`src/rtl/ps2_host_tx_pkg.sv`:
```
// Shared definitions for the PS/2 host-to-device transmitter and the line
// conditioning it shares with the PS/2 receivers.
package ps2_host_tx_pkg;

    // Transmitter sequencing states
    typedef enum logic [2:0] {
        IDLE       = 3'd0,
        INHIBIT    = 3'd1,
        START      = 3'd2,
        WAIT_FIRST = 3'd3,
        SEND       = 3'd4,
        RELEASE    = 3'd5
    } tx_state_e;

    // Frame layout: 8 data bits LSB first, odd parity, stop, device ACK.
    localparam int unsigned DATA_BITS   = 32'd8;
    localparam int unsigned FRAME_BITS  = 32'd10;  // data + parity + stop
    localparam int unsigned PARITY_EDGE = 32'd9;
    localparam int unsigned STOP_EDGE   = 32'd10;
    localparam int unsigned ACK_EDGE    = 32'd11;

    // Default timing at a 50 MHz system clock
    localparam int unsigned DEF_CLK_HZ       = 32'd50_000_000;
    localparam int unsigned DEF_INHIBIT_CYC  = 32'd6_000;     // 120 us
    localparam int unsigned DEF_START_CYC    = 32'd100;       // 2 us
    localparam int unsigned DEF_FIRST_TO_CYC = 32'd750_000;   // 15 ms
    localparam int unsigned DEF_PKT_TO_CYC   = 32'd100_000;   // 2 ms
    localparam int unsigned DEF_FILT_LEN     = 32'd4;

    // Odd parity: the parity bit makes the total count of ones odd.
    function automatic logic odd_parity(input logic [DATA_BITS-1:0] data);
        return ~(^data);
    endfunction

endpackage

```
`src/rtl/ps2_line_sync.sv`:
```
// Conditions one raw PS/2 pin: two-flop synchronizer, FILT_LEN-sample
// agreement filter, and a one-cycle pulse on each filtered falling edge.
// The idle (released) bus level is high, so everything resets to 1.
module ps2_line_sync #(
    parameter int unsigned FILT_LEN = 32'd4
) (
    input  logic CLOCK,
    input  logic reset,
    input  logic pin,
    output logic level,
    output logic fall
);

    logic                sync1_r;
    logic                sync2_r;
    logic [FILT_LEN-1:0] hist_r;
    logic                level_r;
    logic                fall_r;

    // Synchronize the pin, keep a short history and accept a change only
    // once every sample in the history agrees on the new level.
    always_ff @(posedge CLOCK) begin
        if (reset) begin
            sync1_r <= 1'b1;
            sync2_r <= 1'b1;
            hist_r  <= {FILT_LEN{1'b1}};
            level_r <= 1'b1;
            fall_r  <= 1'b0;
        end else begin
            sync1_r <= pin;
            sync2_r <= sync1_r;
            hist_r  <= {hist_r[FILT_LEN-2:0], sync2_r};
            if ((&hist_r) && !level_r) begin
                level_r <= 1'b1;
                fall_r  <= 1'b0;
            end else if ((~|hist_r) && level_r) begin
                level_r <= 1'b0;
                fall_r  <= 1'b1;
            end else begin
                fall_r  <= 1'b0;
            end
        end
    end

    assign level = level_r;
    assign fall  = fall_r;

endmodule

```
`src/rtl/ps2_host_tx.sv`:
```
// PS/2 host-to-device transmitter. Inhibits the bus, issues the start
// condition, then shifts data/parity/stop on device-generated falling clock
// edges and collects the device ACK. The *_oe outputs drive open-collector
// pads (1 = pull low); busy tells the companion receiver to ignore the bus.
module ps2_host_tx
    import ps2_host_tx_pkg::*;
#(
    parameter int unsigned CLK_HZ       = DEF_CLK_HZ,
    parameter int unsigned INHIBIT_CYC  = DEF_INHIBIT_CYC,
    parameter int unsigned START_CYC    = DEF_START_CYC,
    parameter int unsigned FIRST_TO_CYC = DEF_FIRST_TO_CYC,
    parameter int unsigned PKT_TO_CYC   = DEF_PKT_TO_CYC,
    parameter int unsigned FILT_LEN     = DEF_FILT_LEN
) (
    input  logic                 CLOCK,
    input  logic                 reset,
    input  logic [DATA_BITS-1:0] tx_data,
    input  logic                 tx_valid,
    output logic                 tx_ready,
    input  logic                 ps2ck_in,
    input  logic                 ps2dt_in,
    output logic                 ck_oe,
    output logic                 dt_oe,
    output logic                 busy,
    output logic                 done,
    output logic                 ack_ok,
    output logic                 err_timeout
);

    // All timing is expressed directly in cycles; the clock rate is kept for
    // documentation and for callers deriving the cycle counts.
    localparam int unsigned clk_hz_unused = CLK_HZ;

    // One timer serves every phase, so size it for the longest one.
    localparam int unsigned TO_MAX  = (FIRST_TO_CYC > PKT_TO_CYC) ? FIRST_TO_CYC : PKT_TO_CYC;
    localparam int unsigned PH_MAX  = (INHIBIT_CYC > START_CYC) ? INHIBIT_CYC : START_CYC;
    localparam int unsigned T_MAX   = (TO_MAX > PH_MAX) ? TO_MAX : PH_MAX;
    localparam int unsigned TW      = $clog2(T_MAX + 32'd1);

    localparam logic [TW-1:0] INHIBIT_LAST = TW'(INHIBIT_CYC - 32'd1);
    localparam logic [TW-1:0] START_LAST   = TW'(START_CYC - 32'd1);
    localparam logic [TW-1:0] FIRST_LAST   = TW'(FIRST_TO_CYC - 32'd1);
    localparam logic [TW-1:0] PKT_LAST     = TW'(PKT_TO_CYC - 32'd1);
    localparam logic [TW-1:0] TIMER_SAT    = {TW{1'b1}};
    localparam logic [TW-1:0] TIMER_ONE    = {{(TW-1){1'b0}}, 1'b1};
    localparam logic [3:0]    ACK_EDGE_4   = 4'(ACK_EDGE);

    // Conditioned bus lines
    logic ck_level_s;
    logic ck_fall_s;
    logic dt_level_s;
    logic dt_fall_unused_s;

    ps2_line_sync #(.FILT_LEN(FILT_LEN)) u_ck_sync (
        .CLOCK (CLOCK),
        .reset (reset),
        .pin   (ps2ck_in),
        .level (ck_level_s),
        .fall  (ck_fall_s)
    );

    ps2_line_sync #(.FILT_LEN(FILT_LEN)) u_dt_sync (
        .CLOCK (CLOCK),
        .reset (reset),
        .pin   (ps2dt_in),
        .level (dt_level_s),
        .fall  (dt_fall_unused_s)
    );

    // Sequencer state and registered outputs
    tx_state_e             state_r;
    logic [FRAME_BITS-1:0] shift_r;      // {stop, parity, data[7:0]}
    logic [3:0]            edge_cnt_r;
    logic [TW-1:0]         timer_r;
    logic                  ck_oe_r;
    logic                  dt_oe_r;
    logic                  tx_ready_r;
    logic                  busy_r;
    logic                  done_r;
    logic                  ack_ok_r;
    logic                  ack_pend_r;   // ACK captured at the last edge
    logic                  err_timeout_r;

    logic [TW-1:0] timer_inc_s;
    logic [3:0]    edge_inc_s;
    logic          pkt_expired_s;

    // The timer holds at its maximum rather than wrapping back to zero.
    assign timer_inc_s   = (timer_r == TIMER_SAT) ? timer_r : (timer_r + TIMER_ONE);
    assign edge_inc_s    = edge_cnt_r + 4'd1;
    assign pkt_expired_s = (timer_r == PKT_LAST);

    // Transmit sequencer. Timeouts are tested before clock edges so that a
    // coincident expiry and edge always resolve as a timeout.
    always_ff @(posedge CLOCK) begin
        if (reset) begin
            state_r       <= IDLE;
            shift_r       <= {FRAME_BITS{1'b0}};
            edge_cnt_r    <= 4'd0;
            timer_r       <= {TW{1'b0}};
            ck_oe_r       <= 1'b0;
            dt_oe_r       <= 1'b0;
            tx_ready_r    <= 1'b1;
            busy_r        <= 1'b0;
            done_r        <= 1'b0;
            ack_ok_r      <= 1'b0;
            ack_pend_r    <= 1'b0;
            err_timeout_r <= 1'b0;
        end else begin
            done_r        <= 1'b0;
            ack_ok_r      <= 1'b0;
            err_timeout_r <= 1'b0;
            case (state_r)
                IDLE: begin
                    if (tx_valid) begin
                        shift_r    <= {1'b1, odd_parity(tx_data), tx_data};
                        edge_cnt_r <= 4'd0;
                        timer_r    <= {TW{1'b0}};
                        ck_oe_r    <= 1'b1;
                        dt_oe_r    <= 1'b0;
                        tx_ready_r <= 1'b0;
                        busy_r     <= 1'b1;
                        state_r    <= INHIBIT;
                    end
                end
                INHIBIT: begin
                    if (timer_r == INHIBIT_LAST) begin
                        timer_r <= {TW{1'b0}};
                        dt_oe_r <= 1'b1;          // start bit
                        state_r <= START;
                    end else begin
                        timer_r <= timer_inc_s;
                    end
                end
                START: begin
                    if (timer_r == START_LAST) begin
                        timer_r <= {TW{1'b0}};
                        ck_oe_r <= 1'b0;          // hand the clock to the device
                        state_r <= WAIT_FIRST;
                    end else begin
                        timer_r <= timer_inc_s;
                    end
                end
                WAIT_FIRST: begin
                    if (timer_r == FIRST_LAST) begin
                        ck_oe_r       <= 1'b0;
                        dt_oe_r       <= 1'b0;
                        err_timeout_r <= 1'b1;
                        tx_ready_r    <= 1'b1;
                        busy_r        <= 1'b0;
                        state_r       <= IDLE;
                    end else if (ck_fall_s) begin
                        edge_cnt_r <= 4'd1;
                        dt_oe_r    <= ~shift_r[0];
                        timer_r    <= {TW{1'b0}};  // packet budget starts here
                        state_r    <= SEND;
                    end else begin
                        timer_r <= timer_inc_s;
                    end
                end
                SEND: begin
                    if (pkt_expired_s) begin
                        ck_oe_r       <= 1'b0;
                        dt_oe_r       <= 1'b0;
                        err_timeout_r <= 1'b1;
                        tx_ready_r    <= 1'b1;
                        busy_r        <= 1'b0;
                        state_r       <= IDLE;
                    end else begin
                        timer_r <= timer_inc_s;
                        if (ck_fall_s) begin
                            edge_cnt_r <= edge_inc_s;
                            if (edge_inc_s == ACK_EDGE_4) begin
                                ack_pend_r <= ~dt_level_s;
                                dt_oe_r    <= 1'b0;
                                state_r    <= RELEASE;
                            end else begin
                                // Edge n drives frame bit n-1: data, parity,
                                // then the stop bit, which releases the line.
                                dt_oe_r <= ~shift_r[edge_cnt_r];
                            end
                        end
                    end
                end
                RELEASE: begin
                    if (pkt_expired_s) begin
                        ck_oe_r       <= 1'b0;
                        dt_oe_r       <= 1'b0;
                        err_timeout_r <= 1'b1;
                        tx_ready_r    <= 1'b1;
                        busy_r        <= 1'b0;
                        state_r       <= IDLE;
                    end else if (ck_level_s && dt_level_s) begin
                        done_r     <= 1'b1;
                        ack_ok_r   <= ack_pend_r;
                        tx_ready_r <= 1'b1;
                        busy_r     <= 1'b0;
                        state_r    <= IDLE;
                    end else begin
                        timer_r <= timer_inc_s;
                    end
                end
                default: begin
                    ck_oe_r    <= 1'b0;
                    dt_oe_r    <= 1'b0;
                    tx_ready_r <= 1'b1;
                    busy_r     <= 1'b0;
                    state_r    <= IDLE;
                end
            endcase
        end
    end

    assign tx_ready    = tx_ready_r;
    assign ck_oe       = ck_oe_r;
    assign dt_oe       = dt_oe_r;
    assign busy        = busy_r;
    assign done        = done_r;
    assign ack_ok      = ack_ok_r;
    assign err_timeout = err_timeout_r;

endmodule
```
`config.mk`:
```
export PLATFORM = sky130hd
export DESIGN_NAME = ps2_host_tx
export DESIGN_NICKNAME = d
export VERILOG_FILES = /design/src/rtl/ps2_host_tx_pkg.sv /design/src/rtl/ps2_line_sync.sv /design/src/rtl/ps2_host_tx.sv
export SDC_FILE = /design/constraint.sdc
export NUM_CORES = 1
export LEC_CHECK = 0
export BUFFER_PORTS_ARGS = -buffer_cell sky130_fd_sc_hd__buf_2
export CORE_ASPECT_RATIO = 0.6
export CORE_MARGIN = 2
export CORE_UTILIZATION = 26
export DETAILED_ROUTE_END_ITERATION = 8
export GPL_TIMING_DRIVEN = 0
export PLACE_DENSITY = 0.44
export SLEW_MARGIN = 20
export SYNTH_ARGS = -nofsm -noshare
export SYNTH_HDL_FRONTEND = slang
export SYNTH_SLANG_ARGS = --single-unit
```
`constraint.sdc`:
```
create_clock -name CLOCK -period 4.8 [get_ports CLOCK]
set_clock_uncertainty 0.15 [all_clocks]
set_input_delay 0.24 -clock CLOCK [delete_from_list [all_inputs] [get_ports CLOCK]]
set_output_delay 0.24 -clock CLOCK [all_outputs]
set_load 0.01 [all_outputs]
```
### Word level (Yosys, flattened, before mapping)

Index checks and enable logic that the tools add are counted.

* input port bits: 13
* register bits after elaboration: 60
* output and inout bits: 7

* equality and inequality tests: 28
* bitwise operators: 10
* magnitude comparators: 1
* $add $sub $neg: 2
* mux-type cells: 55
* reduce and logical (&&, ||, !) cells: 31

Operator list (number)
* $mux W20: 9
* $pmux W20 S6: 1
* $eq A20 B20 Y1 const B: 2
* $mux W3: 10
* $mux W1: 22
* $add A20 B1 Y20 const B: 1
* $eq A20 B13 Y1 const B: 1
* $eq A20 B17 Y1 const B: 1
* $eq A20 B7 Y1 const B: 1
* $mux W4: 5
* $ne A2 B2 Y1 const B: 10
* $pmux W3 S6: 1
* $reduce_and A6 Y1: 3
* $pmux W1 S5: 3
* $pmux W4 S3: 1
* $reduce_and A4 Y1: 3
* $reduce_or A4 Y1: 3
* $not A1 Y1: 10
* $reduce_and A5 Y1: 2
* $reduce_or A2 Y1: 4
* $reduce_xor A8 Y1: 1
* $reduce_and A7 Y1: 1
* $eq A3 B2 Y1 const B: 2
* $eq A3 B3 Y1 const B: 2
* other kinds (17): 28

### Depth between registers and ports, before layout

* word-level depth: 7
* gate-level depth with buffers: 9
* mapped depth without buffers: 7

### By module

Synthesis repeated with hierarchy kept, for this count alone.

* cell total of the unflattened synthesis: 390
* area, all modules: 3318.2 um^2

Modules (own cells, without submodules)
* ps2_host_tx: cells each 352, sequential area each 900.9 um^2, area each 2817.7 um^2, instances 1
* ps2_line_sync: cells each 19, sequential area each 160.2 um^2, area each 250.2 um^2, instances 2

### Worst setup path before layout

Ideal clock, no wire load.

* path type: reg2reg
* start point: register timer_r[6]
* end point: register dt_oe_r (netlist: dt_oe)
* setup time: 0.116 ns
* path buffers: 1
* arrival: 2.272 ns
* clock period less this slack: 2.538 ns
* cell stages (with the launch flop): 8
* path slack: 2.262 ns
* cells stage by stage: dfxtp_1 -> buf_6 -> or3b_4 -> or4_4 -> o211ai_2 -> nand3_2 -> or4_1 -> o211a_1

* cells in the longest elaborated chain, start to end: 3
* elaborated cells on any way between the ends: 11
* those cells by class: eq/ne: 7; mux: 3; reduce/logical: 1

RTL lines
* start, declared: line ps2_host_tx.sv:74 `logic [TW-1:0] timer_r;`
* start signal, assigned: line ps2_host_tx.sv:100 `timer_r <= {TW{1'b0}};`
* start signal, assigned: line ps2_host_tx.sv:118 `timer_r <= {TW{1'b0}};`
* start signal, assigned: line ps2_host_tx.sv:128 `timer_r <= {TW{1'b0}};`
* $eq A20 B20 Y1 (tied with other cells): line ps2_host_tx.sv:145 `if (timer_r == FIRST_LAST) begin`
* $ne A3 B2 Y1 (no source line) (tied with other cells)
* $reduce_and A6 Y1 (no source line) or $pmux W1 S6 (tied branches)
* end signal, assigned: line ps2_host_tx.sv:154 `dt_oe_r <= ~shift_r[0];`
* end signal, assigned: line ps2_host_tx.sv:180 `dt_oe_r <= ~shift_r[edge_cnt_r];`
* end, declared: line ps2_host_tx.sv:76 `logic dt_oe_r;`

Parallel ways exist; a longest one is shown, timed or not.
A chain may end at the register's enable or synchronous reset.

### Worst setup path in the final report

* start point: register timer_r[19]
* end point: register state_r[2]

* cells in the longest elaborated chain, start to end: 3
* elaborated cells on any way between the ends: 15
* those cells by class: eq/ne: 10; mux: 4; reduce/logical: 1

RTL lines
* $eq A20 B20 Y1 (tied with other cells): line ps2_host_tx.sv:145
* $ne A3 B2 Y1 (no source line) (tied with other cells)
* $reduce_and A7 Y1 (no source line) or $pmux W3 S6 (tied branches)
* end signal, assigned: line ps2_host_tx.sv:139 `state_r <= WAIT_FIRST;`
* end signal, assigned: line ps2_host_tx.sv:151 `state_r <= IDLE;`
* end signal, assigned: line ps2_host_tx.sv:156 `state_r <= SEND;`
* end, declared: line ps2_host_tx.sv:71 `tx_state_e state_r;`

Parallel ways exist; a longest one is shown, timed or not.

==> flow_summary.toml <==
[status]
status = "finished, final reports clean"

[die]
initial_core_util = 0.271
die_area_um2 = 13800
num_rows = 31
boundaryPins = 20
die_w_um = 150
die_h_um = 91.7
design.core.area_um2 = 12300

[sta]
tightest_slew_ns = 0.743
min_period_over_period = 0.639
hold_viol_final = 0
setup_slack_ns = 1.73
clock.fmax_ghz = 0.326
slew_headroom = 0.501
period_needed_ns = 3.07
grt_setup_unrepaired = "false"
finalSetupViolCount = 0
setup_tns_ns = 0
drv_slew = 0

[detailed_routing]
drt-pass1-iter-count = 5
drt_wl_total_mm = 9.99
routedWlPerCell_um = 16.5
drt_iter0_drc = 359
drc_errors = 0
ant_nets = 0
vias_per_cell = 5.33
via_count = 3222

[global_routing]
grt_pass1_vias = 2848
grt_max_degree = 14
grt_pass1_wl_mm = 15.9
overflow = 0
gr-usage-all-layers = 0.151
antenna_found_initial = 0

[critical_path]
cp_slowest_cell = "nor4_1"
worstPathArrival_ns = 3.14
crit_type = "reg -> reg"
worstSetupEndpointType = "flop"
cp_slowest_stage_delay_ns = 0.58
cp.required_ns = 4.88
cp-start-kind = "flop"
crit_chain = "clkbuf_1 > nor4_1 > nand4b_1 > o21ai_0 > nor2_1 > a211oi_2 > mux2_2"
timing.critical_path.fanout_max = 9

[clock_tree]
cts.path.max_buffers = 2
htreeDepth = 3
clkLatencyLatePin_ns = 0.34
cts_tree = "yes"
root_buffer = "clkbuf_16"
cts.clk_slew.worst_paths_ns = 0.06
clkSinkCount = 60
numCtsBuffers = 9

[logic_synthesis]
synth-main-ff-cell = "dfxtp_1"
yosysSeqAreaShare = 0.360
syn_area_per_cell_um2 = 8.29
synthArstFlopShare = 0
syn-cell-area_um2 = 3330
synth_cell_types = 71
synthesis.nets = 418
synthCells = 402
yosys_warnings = 0
ys_ff_latch = 60
synth_edf_count = 0

[placement]
place_hpwl_mm = 7.42
place.gp.congestion = 0.860
post-place-ws_ns = 1.87
port_buffers = 19

[power]
powerDensity_nw_per_um2 = 458
cellLeakagePower_nw = 1.37
peakVddDrop_v = 0.000166

[run]
maxCapViolations = 0

[hold_path]
min-delay-path-class = "in -> reg"

[cells_and_area]
syn2layout_area_growth_pct = 18.9
nets = 450
fillers = 1302
diodes = 0
layout-drive-gt1-share = 0.194
-- registers in the layout, indices dropped and copies added (netlist names) --
signal	cells
ack_ok	1
ack_pend_r	1
busy	1
ck_oe	1
done	1
dt_oe	1
edge_cnt_r	4
err_timeout	1
shift_r	10
state_r	3
timer_r	20
tx_ready	1
u_ck_sync.fall	1
u_ck_sync.hist_r	4
u_ck_sync.level	1
u_ck_sync.sync1_r	1
u_ck_sync.sync2_r	1
u_dt_sync.hist_r	4
u_dt_sync.level	1
u_dt_sync.sync1_r	1
u_dt_sync.sync2_r	1
-- per-stage QoR --
step                      cell area (um2)  hold slack, ns  cells   util  power [mW]
after floorplan                      3330           0.194    402      -       0.986
final                                3960          0.0107    604  0.322        1.81
after CTS                            3960         0.00431    604  0.322        1.82
after global placement               3630           0.244    586  0.296        1.14
after detailed placement             3630           0.244    586  0.296        1.15
after global routing                 3960          0.0235    604  0.322        1.92
-- worst max-delay path: cells and delay by family, from the launching register on --
kind            cells  cell delay, ns
simple gates        3            1.03
compound gates      2            0.90
mux                 1            0.37
flops               1            0.29
buf+inv             1            0.20
-- synthesized netlist by cell type, types with 4 or more instances --
cell      number  area [um2]
a21oi_1       30         150
a31oi_1        9        56.3
a32o_1         6        60.1
and2_1         4        25.0
buf_2          6        30.0
buf_6          4        45.0
clkbuf_1      14        52.6
dfxtp_1       60        1200
inv_1          8        30.0
mux2i_1        4        40.0
nand2_1       46         173
nand3_1       14        70.1
nand4_1        6        37.5
nand4b_1       4        35.0
nor2_1        27         101
nor2b_1        6        37.5
nor3_1        17        85.1
nor4_1        10        62.6
o211ai_1       4        30.0
o21ai_0       17        85.1
or2_2         16         100
or3_1          6        37.5
or4_1          7        52.6
xnor2_1        7        61.3
-- placed cells by master (no fill, tap or decap), types with 3 or more instances in the layout --
master     Yosys  layout
buf_1          3       3
buf_6          4       4
nand4_1        6       6
dfxtp_1       60      60
and2_1         4       4
a21oi_1       30      30
clkbuf_16      0       9
nor3_1        17      17
ha_1           3       3
or4_1          7       7
nor2b_1        6       6
or3b_2         3       3
a31oi_1        9       9
nand2_1       46      46
a32o_1         6       6
o21ai_0       17      17
inv_6          0       4
o211ai_1       4       4
or2_2         16      16
or3_1          6       6
clkbuf_1      14      14
xnor2_1        7       7
nor2_1        27      27
nand4b_1       4       4
nor4_1        10      10
nand2b_1       3       3
buf_2          6      25
nand3_1       14      14
mux2i_1        4       4
inv_1          8       8
-- final timing paths --
path,from,cells after the start,slack (ns),endpoint
worst max-delay path,timer_r[19],7,1.73,state_r[2]
worst min-delay path,tx_data[3],3,0.01,shift_r[3]
worst max register to register,timer_r[19],7,1.73,state_r[2]
worst min register to register,u_dt_sync.sync1_r,1,0.26,u_dt_sync.sync2_r
-- layer usage --
layer / GRT usage / part of all wire
met1: 0.246 / 0.56
met4: 0.0472 / 0.0095
met3: 0.0468 / 0.078
met2: 0.178 / 0.35
met5: 0 / 0
-- report_power, final --
group | total (mW) | internal [mW] | leakage, nW | switching, mW
registers | 0.570 | 0.542 | 0.488 | 0.0288
clock network | 0.666 | 0.409 | 0.147 | 0.256
logic | 0.578 | 0.207 | 0.731 | 0.371
total | 1.81 | 1.16 | 1.37 | 0.657
-- kinds of logic (layout without fill, tap and decap cells) --
group,Yosys count,in the layout,share of synthesized area
buffers and inverters,37,74,0.0541
flip-flops,60,60,0.360
AND/OR/NAND/NOR,183,183,0.297
adder cells (fa/ha/maj),3,3,0.0113
multiplexers,7,7,0.0289
XOR/XNOR,7,7,0.0184
AO/OA/AOI/OAI,105,105,0.230
-- area by class of cell --
class | instances | area, um2 | area share
plain buffers | 28 | 146 | 0.0370
clock buffers | 9 | 225 | 0.0569
clock inverters | 7 | 81.3 | 0.0205
inverters | 9 | 33.8 | 0.00853
multi-input cells | 305 | 1950 | 0.493
flip-flops and latches | 60 | 1200 | 0.303
well taps | 165 | 206 | 0.0521
repair buffers | 21 | 115 | 0.0291
-- repair_timing --
item	4_1_cts	5_1_grt
buffers inserted	0	0
hold buffers	2	0
gates resized for setup	0	0
hold endpoints to repair	2	0
Note: power is estimated with default switching activity, not from simulation.
